==> config.mk <==
export PLATFORM = sky130hd
export DESIGN_NAME = sign_narrow_flat
export DESIGN_NICKNAME = d
export VERILOG_FILES = /design/src/rtl/sign_narrow_if.sv /design/src/rtl/sign_narrow.sv /design/src/flat_wrapper.sv
export SDC_FILE = /design/constraint.sdc
export NUM_CORES = 1
export LEC_CHECK = 0
export CAP_MARGIN = 10
export CORE_MARGIN = 2
export CORE_UTILIZATION = 43
export CTS_BUF_LIST = sky130_fd_sc_hd__clkbuf_8 sky130_fd_sc_hd__clkbuf_16
export CTS_CLUSTER_SIZE = 10
export DETAILED_ROUTE_END_ITERATION = 16
export GPL_ROUTABILITY_DRIVEN = 0
export PLACE_DENSITY = 0.76
export SLEW_MARGIN = 20
export SYNTH_ARGS = -nofsm -noshare
export SYNTH_HDL_FRONTEND = slang
export SYNTH_SLANG_ARGS = --single-unit
==> constraint.sdc <==
create_clock -name clk -period 1.8 [get_ports clk]
set_input_delay 0.27 -clock clk [delete_from_list [all_inputs] [get_ports clk]]
set_output_delay 0.27 -clock clk [all_outputs]
set_load 0.05 [all_outputs]
==> src/rtl/sign_narrow_if.sv <==
// rtl/sign_narrow_if.sv - valid/ready sample stream bundle for the signed narrowing stage
interface sign_narrow_if #(
    parameter int FROM_WIDTH = 32,
    parameter int TO_WIDTH   = 12
);
    logic [FROM_WIDTH-1:0] in_data;
    logic                  in_valid;
    logic                  in_ready;
    logic [TO_WIDTH-1:0]   out_data;
    logic                  out_valid;
    logic                  out_ready;
    logic                  out_sat;

    modport master (
        output in_data, in_valid, out_ready,
        input  in_ready, out_data, out_valid, out_sat
    );

    modport slave (
        input  in_data, in_valid, out_ready,
        output in_ready, out_data, out_valid, out_sat
    );
endinterface

==> src/rtl/sign_narrow.sv <==
// rtl/sign_narrow.sv - saturating signed narrowing stage with skid buffer and saturation counter
module sign_narrow #(
    parameter int FROM_WIDTH = 32,
    parameter int TO_WIDTH   = 12,
    parameter int CNT_WIDTH  = 16
) (
    input  logic                 clk,
    input  logic                 rst_n,
    sign_narrow_if.slave         s,
    input  logic                 clr_cnt,
    output logic [CNT_WIDTH-1:0] sat_cnt
);
    typedef enum logic [1:0] {
        ST_EMPTY = 2'd0,
        ST_ONE   = 2'd1,
        ST_FULL  = 2'd2
    } state_t;

    state_t state, state_nxt;

    logic [FROM_WIDTH-TO_WIDTH:0] upper;
    logic                         fits;
    logic [TO_WIDTH-1:0]          nar_data;
    logic                         nar_sat;

    logic [TO_WIDTH-1:0] out_data_q, skid_data_q;
    logic                out_sat_q, skid_sat_q;
    logic                in_ready_w, out_valid_w;
    logic                accept, deliver;
    logic                load_out, load_skid, move_skid;

    // The value fits when every bit from the target sign bit upward agrees.
    always_comb begin
        upper   = s.in_data[FROM_WIDTH-1:TO_WIDTH-1];
        fits    = (&upper) | ~(|upper);
        nar_sat = ~fits;
        if (fits)
            nar_data = s.in_data[TO_WIDTH-1:0];
        else if (s.in_data[FROM_WIDTH-1])
            nar_data = {1'b1, {(TO_WIDTH-1){1'b0}}};
        else
            nar_data = {1'b0, {(TO_WIDTH-1){1'b1}}};
    end

    assign in_ready_w  = (state != ST_FULL);
    assign out_valid_w = (state != ST_EMPTY);
    assign accept      = s.in_valid && in_ready_w;
    assign deliver     = out_valid_w && s.out_ready;

    always_ff @(posedge clk or negedge rst_n) begin
        if (!rst_n) state <= ST_EMPTY;
        else        state <= state_nxt;
    end

    always_comb begin
        state_nxt = state;
        load_out  = 1'b0;
        load_skid = 1'b0;
        move_skid = 1'b0;
        case (state)
            ST_EMPTY: begin
                if (accept) begin
                    load_out  = 1'b1;
                    state_nxt = ST_ONE;
                end
            end
            ST_ONE: begin
                if (deliver && accept) begin
                    load_out = 1'b1;
                end else if (deliver) begin
                    state_nxt = ST_EMPTY;
                end else if (accept) begin
                    load_skid = 1'b1;
                    state_nxt = ST_FULL;
                end
            end
            ST_FULL: begin
                if (deliver) begin
                    move_skid = 1'b1;
                    state_nxt = ST_ONE;
                end
            end
            default: state_nxt = ST_EMPTY;
        endcase
    end

    always_ff @(posedge clk or negedge rst_n) begin
        if (!rst_n) begin
            out_data_q  <= '0;
            out_sat_q   <= 1'b0;
            skid_data_q <= '0;
            skid_sat_q  <= 1'b0;
        end else begin
            if (load_out) begin
                out_data_q <= nar_data;
                out_sat_q  <= nar_sat;
            end else if (move_skid) begin
                out_data_q <= skid_data_q;
                out_sat_q  <= skid_sat_q;
            end
            if (load_skid) begin
                skid_data_q <= nar_data;
                skid_sat_q  <= nar_sat;
            end
        end
    end

    // A clear coinciding with a saturated delivery still counts that delivery.
    always_ff @(posedge clk or negedge rst_n) begin
        if (!rst_n)
            sat_cnt <= '0;
        else if (clr_cnt)
            sat_cnt <= (deliver && out_sat_q) ? CNT_WIDTH'(1) : '0;
        else if (deliver && out_sat_q && !(&sat_cnt))
            sat_cnt <= sat_cnt + 1'b1;
    end

    assign s.in_ready  = in_ready_w;
    assign s.out_valid = out_valid_w;
    assign s.out_data  = out_data_q;
    assign s.out_sat   = out_sat_q;
endmodule
==> src/flat_wrapper.sv <==
// flat-port wrapper written by rule: the top's interface ports become plain ports
module sign_narrow_flat 
#(
    parameter int FROM_WIDTH = 32,
    parameter int TO_WIDTH   = 12,
    parameter int CNT_WIDTH  = 16
)
  (clk, rst_n, clr_cnt, sat_cnt, s_in_data, s_in_valid, s_out_ready, s_in_ready, s_out_data, s_out_valid, s_out_sat);
  sign_narrow_if #(.FROM_WIDTH(FROM_WIDTH), .TO_WIDTH(TO_WIDTH)) s_i ();
  input  logic clk;
  input  logic rst_n;
  input  logic clr_cnt;
  output logic [CNT_WIDTH-1:0] sat_cnt;
  input wire logic [$bits(s_i.in_data)-1:0] s_in_data;
  input wire logic [$bits(s_i.in_valid)-1:0] s_in_valid;
  input wire logic [$bits(s_i.out_ready)-1:0] s_out_ready;
  output wire logic [$bits(s_i.in_ready)-1:0] s_in_ready;
  output wire logic [$bits(s_i.out_data)-1:0] s_out_data;
  output wire logic [$bits(s_i.out_valid)-1:0] s_out_valid;
  output wire logic [$bits(s_i.out_sat)-1:0] s_out_sat;
  assign s_i.in_data = s_in_data;
  assign s_i.in_valid = s_in_valid;
  assign s_i.out_ready = s_out_ready;
  assign s_in_ready = s_i.in_ready;
  assign s_out_data = s_i.out_data;
  assign s_out_valid = s_i.out_valid;
  assign s_out_sat = s_i.out_sat;
  sign_narrow #(.FROM_WIDTH(FROM_WIDTH), .TO_WIDTH(TO_WIDTH), .CNT_WIDTH(CNT_WIDTH)) u_core (.clk(clk), .rst_n(rst_n), .s(s_i), .clr_cnt(clr_cnt), .sat_cnt(sat_cnt));
endmodule
### Yosys cells after proc, flatten, opt, wreduce, memory -nomap -nowiden

Cells that the tools add are included.

* flip-flop bits (word level): 44
* latch bits: 0
* bits in writable memories: 0
* ROM bits: 0
* output and inout port bits: 31
* logic and storage cells: 54
* memories kept: 0

* add/subtract/negate cells: 1
* multiply operators: 0
* divide/modulo/power cells: 0
* magnitude comparators: 0
* equal/unequal tests: 7
* shift operators: 0
* muxes and demuxes: 23
* bitwise logic cells: 3
* reductions and logical operators: 14

Operator list (number)
* $mux W12: 4
* $mux W16: 2
* $reduce_and A21 Y1: 1
* $reduce_or A21 Y1: 1
* $add A16 B1 Y16 const B: 1
* $reduce_and A16 Y1: 1
* $mux W1: 10
* $mux W2: 5
* $pmux W2 S3: 1
* $reduce_bool A2 Y1: 3
* $logic_and A1 B1 Y1: 5
* $ne A2 B1 Y1 const B: 2
* $ne A2 B2 Y1 const B: 2
* $reduce_and A4 Y1: 1
* $ne A3 B1 Y1 const B: 1
* $eq A2 B1 Y1 const B: 1
* $eq A2 B2 Y1 const B: 1
* $logic_not A2 Y1: 1
* $not A1 Y1: 2
* $pmux W1 S2: 1
* $logic_not A1 Y1: 1
* $or A1 B1 Y1: 1

### Logic depth before layout (Yosys ltp)

Gate-level depths: netlist of the first run.

* depth in word-level cells: 6
* mapped depth: 7
* gate-level depth less buffers: 6

### Least setup slack after synthesis of the first run

OpenSTA, ideal clock, no wires.

* kind: reg2reg
* start point: register u_core.sat_cnt[0]
* end point: register u_core.sat_cnt[1]
* setup time: 0.129 ns
* data arrival time: 2.023 ns
* path slack: -0.352 ns
* stages on the path, launching flop included: 8
* path buffers: 1
* cells stage by stage: dfrtp_1 > ha_1 > nand2_1 > or4_1 > buf_6 > o21ai_4 > mux2i_1 > nor2_1

* cells in the longest elaborated chain, start to end: 4

Ends and longest elaborated chain
* from (decl): line sign_narrow.sv:11 `output logic [CNT_WIDTH-1:0] sat_cnt`
* from (signal assigned): line sign_narrow.sv:113 `sat_cnt <= (deliver && out_sat_q) ? CNT_WIDTH'(1) : '0;`
* from (signal assigned): line sign_narrow.sv:115 `sat_cnt <= sat_cnt + 1'b1;`
* branches (longest 4 deep; another with $add A16 B1 Y16)

Parallel ways; which one is timed is not known. The select of a mux whose other input is x is not followed.
A chain may end at the register's enable or synchronous reset.

### Final worst setup path of the first run

* start point: register u_core.out_data_q[4], in the netlist u_core.s.out_data[4]
* end point: output port s_out_data[4]

RTL lines
* from (decl): line sign_narrow.sv:26 `logic [TO_WIDTH-1:0] out_data_q, skid_data_q;`
* from (signal assigned): line sign_narrow.sv:95 `out_data_q <= nar_data;`
* from (signal assigned): line sign_narrow.sv:98 `out_data_q <= skid_data_q;`
* to (decl): line flat_wrapper.sv:18 `output wire logic [$bits(s_i.out_data)-1:0] s_out_data;`

No word-level cell between the ends.

==> metrics.log, run 1 <==
[metrics] # port buffers: 67
[metrics] data arrival at the endpoint of the critical path: 1480 ps
[metrics] via count: 2316
[metrics] Synth Warn #: 0
[metrics] number of failing setup endpoints in the final timing report: 0
[metrics] most used routing layer: met2
[metrics] number of maximum-capacitance violations: 0
[metrics] fraction of met1 tracks used by global routing: 25.5%
[metrics] TritonCTS clock tree: built
[metrics] Slew Limit Fails: 0
[metrics] die area: 6340 um^2
[metrics] CP delay by family, top: buffers and inverters
[metrics] share of cells above drive strength 1: 37.2%
[metrics] met2 track utilization from global routing: 37.2%
[metrics] number of enable flip-flop cells after synthesis: 0
[metrics] DP Cell Count: 409
[metrics] total core area: 5510 um^2
[metrics] fin nets: 386
[metrics] Synth Cell Area: 2460 um^2
[metrics] routed wire length: 6450 um
[metrics] worst skew pair latency: 300 ps
[metrics] floorplan row count: 27
[metrics] power density over the cells: 916 nW/um^2
[metrics] unrepaired setup endpoints after global routing: true
[metrics] path type of the worst setup path: reg2out
[metrics] CTS H-Tree Depth: 2
[metrics] Slew HR: 62.3%
[metrics] DRC violation count after routing: 0
[metrics] Detail Placement HPWL: 4560 um
[metrics] number of antenna violations at the first check in global routing: 0
[metrics] slowest cell delay on critical path: 810 ps
[metrics] Cell variety after synth: 44
[metrics] effective utilization at floorplan: 44.7%
[metrics] average wire per standard cell: 15.3 um
[metrics] post-detailed-route count of antenna-violating nets: 0
[metrics] proportion of register bits with asynchronous set or reset after synthesis: 100%
[metrics] largest cells by area after synthesis: dfrtp_1, o211ai_2, nand2_1
[metrics] fmax: 572 MHz
[metrics] DRT Pass-1 Iters: 4
[metrics] sum of overflow across all layers after global routing: 0
[metrics] ratio of final minimum period to clock period: 97.2%
[metrics] overall fraction of global-route tracks in use: 20.7%
[metrics] tightest hold margin: 36.0 ps
[metrics] dominant register cell in the synthesized netlist: dfrtp_1
[metrics] maximum root-to-sink buffer count: 2
[metrics] clock transition time at the flip-flop clock pins of the worst setup and hold paths: 90 ps
[metrics] worst-case vdd ir drop: 0.000543 V
[metrics] register bit total from synthesis: 44
[metrics] nets in the synthesized netlist: 289
[metrics] diode count: 0
[metrics] number of CTS-inserted buffers: 5
[metrics] I/O Pins: 68
[metrics] 1st-iter DRT viols: 114
[metrics] final core area utilization: 66.8%
[metrics] skew final: 10.3 ps
[metrics] instance area at placement: 3410 um^2
[metrics] number of global-route vias before repair: 2321
[metrics] required time of the worst setup path: 1530 ps
[metrics] pin count of the biggest net entering global routing: 45
[metrics] buffers and inverters on the worst path: 1
[metrics] Hold Vio Cnt, Final: 0
[metrics] share of the synthesized area in the top cell type: 44.8%
[metrics] Synth Instances: 251
[metrics] cell with the largest stage delay on the worst path: clkdlybuf4s50_1
[metrics] Non-Filler Instances: 421
[metrics] cell chain of the critical path: clkdlybuf4s50_1
[metrics] min cycle time layout: 1750 ps
[metrics] DIE HEIGHT: 79.6 um
[metrics] sequential area share after synthesis: 44.8%
[metrics] Root Buffer: clkbuf_8
[metrics] Worst Hold Class: in2async
[metrics] layout overhead on the synthesized area: 49.6%
[metrics] worst-path maximum fanout: 2
[metrics] overall power: 3.37 mW
[metrics] horizontal extent of the die: 79.6 um
[metrics] sink count of the clock tree: 44
[metrics] slew at the pin closest to its max-slew limit: 565 ps
[metrics] final design instance area without fill: 3680 um^2
[metrics] leakage dissipation: 1.68 nW
[metrics] endpoint class of the critical path: output port
[metrics] worst reg2reg setup slack: 60 ps
[metrics] CP Launch Type: register
[metrics] result of the run: complete, no violations
[metrics] post-synthesis cell type with the largest combined area: dfrtp_1
[metrics] Mapped Avg Cell Area: 9.80 um^2
[metrics] via/cell ratio: 5.50
[metrics] met3 Resource Use GR: 3.73%
[metrics] CTS hold repair buffers: 0
[metrics] global-route wire length before repair: 10400 um
[sequential cells by signal (all words and copies together) (netlist names)]
name and flops:
u_core.sat_cnt 16, u_core.s.out_data 12, u_core.skid_data_q 12, u_core.state 2, u_core.s.out_sat 1, u_core.skid_sat_q 1
[worst paths after layout]
kind | startpoint | end | depth (start not counted)
setup / recovery | u_core.s.out_data[4] | s_out_data[4] | 1
hold / removal | rst_n | u_core.sat_cnt[2] | 2
setup reg to reg | u_core.sat_cnt[1] | u_core.sat_cnt[1] | 7
hold reg to reg | u_core.skid_data_q[4] | u_core.skid_data_q[4] | 2
max in group asynchronous | rst_n | u_core.sat_cnt[8] | 2
min in group clk | u_core.skid_data_q[4] | u_core.skid_data_q[4] | 2
[report_power, final]
group / switching [mW] / leakage [nW] / internal [mW] / total (mW)
registers: 0.134 / 0.551 / 1.19 / 1.32
clock network: 0.358 / 0.0614 / 0.454 / 0.812
logic: 0.726 / 1.07 / 0.509 / 1.23
total: 1.22 / 1.68 / 2.15 / 3.37
[through the flow]
step                      worst slack (ps)  setup TNS [ps]
final                                 51.2               0
after global routing                 -44.5            -422
after CTS                             3.48               0
after detailed placement              -330           -7700
after global placement                -299           -6810
after floorplan                      -95.5            -624
[cell type report]
type                            instances  area [um^2]
Fill cell                             474         1830
Multi-Input combinational cell        190         1340
Sequential cell                        44         1120
Timing Repair Buffer                  104         1010
Tap cell                               72         90.1
Clock buffer                            6         82.6
Clock inverter                          2         38.8
Inverter                                3         11.3
[cells in the final DEF, fill, tap and decap left out, drive strengths merged, types with 2 or more instances in the layout]
cell and instances:
clkdlybuf4s50 27, nand3 10, a21oi 4, and3 4
or3 2, nand2b 3, xor2 9, clkbuf 7
or2 2, inv 3, buf 64, a22oi 11
mux2i 4, nand4 7, nor2 22, or4 2
nor4 8, nand2 50, dlymetal6s2s 12, o211ai 25
nor2b 2, o21ai 9, nor3 4, dfrtp 44
[cell usage after synthesis (2+ instances only)]
cell type	number
a21oi_1	4
a22oi_1	11
and3_1	4
buf_2	2
buf_6	5
clkbuf_1	6
dfrtp_1	44
inv_1	3
mux2i_1	4
nand2_1	50
nand2b_1	3
nand3_1	8
nand4_1	7
nor2_1	21
nor2b_1	2
nor3_1	4
nor4_1	7
o211ai_1	4
o211ai_2	21
o21ai_0	3
o21ai_1	5
or2_2	2
or3_1	2
xor2_1	9
[timing repair]
action	CTS	global route
endpoints found under the hold margin	0	0
setup buffers	0	3
pin swaps	1	12
gates cloned	0	1
setup endpoints to repair	1	33
gates resized for setup	1	24
[logic make-up after synthesis]
family	Yosys count	share of synthesized area [%]
buffers and inverters	17	4.22
adder cells (fa/ha/maj)	1	0.509
XOR/XNOR	10	3.56
AND/OR/NAND/NOR	119	24.2
multiplexers	4	1.63
flip-flops	44	44.8
AO/OA/AOI/OAI	56	21.1
[metal layers]
metal	vias to the layer above	share of wire (%)
li1	1106	-
met1	1120	41
met2	80	52
met3	10	6.0
met4	0	1.0
met5	-	0
(Power assumes the default switching activity.)
==> run 2: changes to the inputs <==
--- a/config.mk
+++ b/config.mk
@@ -6,13 +6,15 @@
 export NUM_CORES = 1
 export LEC_CHECK = 0
 export CAP_MARGIN = 10
+export CELL_PAD_IN_SITES_DETAIL_PLACEMENT = 1
+export CELL_PAD_IN_SITES_GLOBAL_PLACEMENT = 1
 export CORE_MARGIN = 2
-export CORE_UTILIZATION = 43
+export CORE_UTILIZATION = 33
 export CTS_BUF_LIST = sky130_fd_sc_hd__clkbuf_8 sky130_fd_sc_hd__clkbuf_16
 export CTS_CLUSTER_SIZE = 10
 export DETAILED_ROUTE_END_ITERATION = 16
 export GPL_ROUTABILITY_DRIVEN = 0
-export PLACE_DENSITY = 0.76
+export PLACE_DENSITY_LB_ADDON = 0.1
 export SLEW_MARGIN = 20
 export SYNTH_ARGS = -nofsm -noshare
 export SYNTH_HDL_FRONTEND = slang
==> run 2 against run 1 <==
Worst setup slack got worse by 13 ps. Utilization decreased by 16 points. Sequential power about the same. Via count decreased by 0.69%. Combinational power about the same. Largest cell class unchanged. Largest power group unchanged.
==> metrics.log, run 2 (synthesis results as in run 1) <==
[metrics] startpoint of the most critical register-to-register path: u_core.sat_cnt[1]
[metrics] I/O Pins: 68
[metrics] CTS H-Tree Depth: 2
[metrics] leakage dissipation: 1.69 nW
[metrics] routed wire length: 7140 um
[metrics] number of global-route vias before repair: 2429
[metrics] fillers: 842
[metrics] data arrival at the endpoint of the critical path: 1950 ps
[metrics] path type of the worst setup path: reg2reg
[metrics] TritonCTS clock tree: built
[metrics] unrepaired setup endpoints after global routing: true
[metrics] DRT Pass-1 Iters: 4
[metrics] number of antenna violations at the first check in global routing: 0
[metrics] required time of the worst setup path: 1990 ps
[metrics] Hold Vio Cnt, Final: 0
[metrics] worst skew pair latency: 300 ps
[metrics] layout overhead on the synthesized area: 51.0%
[metrics] cell depth of the worst hold path: 2
[metrics] Slew HR: 60.0%
[metrics] min cycle time layout: 1760 ps
[metrics] tightest hold margin: 318 ps
[metrics] DIE HEIGHT: 90.3 um
[metrics] Detail Placement HPWL: 5260 um
[metrics] endpoint class of the critical path: register
[metrics] via/cell ratio: 5.07
[metrics] effective utilization at floorplan: 33.9%
[metrics] post-detailed-route count of antenna-violating nets: 0
[metrics] Root Buffer: clkbuf_8
[metrics] result of the run: complete, no violations
[metrics] Biggest register: u_core.sat_cnt
[metrics] commonest cells after routing, fill and taps aside: buf_4, nand2_1, dfrtp_1
[metrics] Non-Filler Instances: 454
[metrics] power density over the cells: 872 nW/um^2
[metrics] Worst Hold Class: in2reg
[metrics] horizontal extent of the die: 90.3 um
[metrics] 1st-iter DRT viols: 65
[metrics] cell chain of the critical path: ha_4 -> nand2_2 -> or4_4 -> buf_6 -> o21ai_4 -> mux2i_1 -> nor2_1
[metrics] via count: 2300
[metrics] global-route wire length before repair: 12000 um
[metrics] flip-flop count of the largest register, all copies and words added: 16
[metrics] DRC violation count after routing: 0
[metrics] clock transition time at the flip-flop clock pins of the worst setup and hold paths: 90 ps
[metrics] overall fraction of global-route tracks in use: 18.2%
[metrics] detailed-route wire length on metal 1: 3150 um
[metrics] share of cells above drive strength 1: 38.0%
[metrics] top layer reached by signal wires: met4
[metrics] CP Launch Type: register
[metrics] fin nets: 392
[metrics] start point of the worst hold path: s_out_ready
[metrics] endpoint of the lowest-slack register-to-register path: u_core.sat_cnt[1]
[metrics] R2R cell count: 7
[metrics] DP Cell Count: 440
[metrics] total met2 wirelength after detailed routing: 3700 um
[metrics] Min-Delay Endpoint: u_core.state[1]
[metrics] slew at the pin closest to its max-slew limit: 600 ps
[metrics] buffers and inverters on the worst path: 1
[metrics] ratio of final minimum period to clock period: 97.9%
[metrics] skew final: 10.5 ps
[metrics] average wire per standard cell: 15.7 um
[metrics] sink count of the clock tree: 44
[metrics] leading cell type in the layout, fill and taps excluded: buf_4
[metrics] pin count of the biggest net entering global routing: 23
[metrics] die area: 8160 um^2
[metrics] number of failing setup endpoints in the final timing report: 0
[metrics] sum of overflow across all layers after global routing: 0
[metrics] number of maximum-capacitance violations: 0
[metrics] total core area: 7250 um^2
[metrics] met3 wire length: 242 um
[metrics] worst-case vdd ir drop: 0.000528 V
[metrics] Slew Limit Fails: 0
[metrics] floorplan row count: 31
[metrics] cell with the largest stage delay on the worst path: or4_4
[metrics] worst reg2reg setup slack: 40 ps
[metrics] diode count: 0
[metrics] # port buffers: 67
[metrics] fmax: 568 MHz
[metrics] CP delay by family, top: simple AND/OR/NAND/NOR gates
[metrics] number of CTS-inserted buffers: 5
[metrics] slowest cell delay on critical path: 420 ps
[metrics] worst-path maximum fanout: 9
[metrics] maximum root-to-sink buffer count: 2
[run 2: cell types whose count changed in the layout (fill, tap and decap cells not counted), moves of 2 or more]
| cell | change |
|---|---|
| dlygate4sd2_1 | +9 |
| buf_4 | +6 |
| clkdlybuf4s50_1 | -6 |
| dlymetal6s2s_1 | -3 |
| buf_12 | -2 |
| clkinvlp_4 | +2 |
[run 2: how the worst max path moves through the flow]
stage	start	end	slack, ps	cells past startpoint
floorplan	u_core.sat_cnt[0]	u_core.sat_cnt[1]	-100	7
global placement	s_out_ready	u_core.s.out_data[9]	-310	5
detailed placement	s_in_data[11]	u_core.s.out_data[5]	-370	6
CTS	u_core.sat_cnt[8]	sat_cnt[8]	6	1
global route	u_core.sat_cnt[13]	u_core.sat_cnt[1]	-60	6
finish	u_core.sat_cnt[1]	u_core.sat_cnt[1]	40	7
[run 2: area by class of cell]
| type | instances | area [um^2] | area share [%] |
|---|---|---|---|
| Clock buffer | 6 | 82.6 | 2.22 |
| Clock inverter | 2 | 15.0 | 0.404 |
| Inverter | 3 | 11.3 | 0.303 |
| Multi-Input combinational cell | 190 | 1330 | 35.9 |
| Sequential cell | 44 | 1120 | 30.0 |
| Tap cell | 99 | 124 | 3.33 |
| Timing Repair Buffer | 110 | 1030 | 27.8 |
[run 2: per-layer routing]
layer	vias to the layer above	global-route usage (%)
li1	1118	-
met1	1124	22.7
met2	52	33.1
met3	6	2.50
met4	0	4.23
met5	-	0
[run 2: what timing repair did]
item	CTS	global route
pin swaps	9	10
endpoints found under the hold margin	20	0
setup endpoints to repair	24	37
buffers inserted	2	1
gates resized for setup	16	15
hold buffers	1	0
cloned	2	0
[run 2: power breakdown]
group	internal [mW]	total, mW	switching, mW	leakage, nW
clock	0.311	0.667	0.356	0.0434
combinational	0.511	1.24	0.731	1.10
sequential	1.19	1.33	0.139	0.551
[run 2: stage by stage]
stage / setup WS [ps] / util (%) / total power [mW] / TNS, ps / area (um^2)
final: 38.2 / 51.2 / 3.24 / 0 / 3710
after global routing: -63.8 / 51.2 / 3.42 / -128 / 3710
after CTS: 6.32 / 50.4 / 3.27 / 0 / 3660
after detailed placement: -372 / 47.6 / 2.58 / -9670 / 3450
after global placement: -309 / 47.6 / 2.55 / -8380 / 3450
after floorplan: -95.5 / - / 2.08 / -624 / 2500
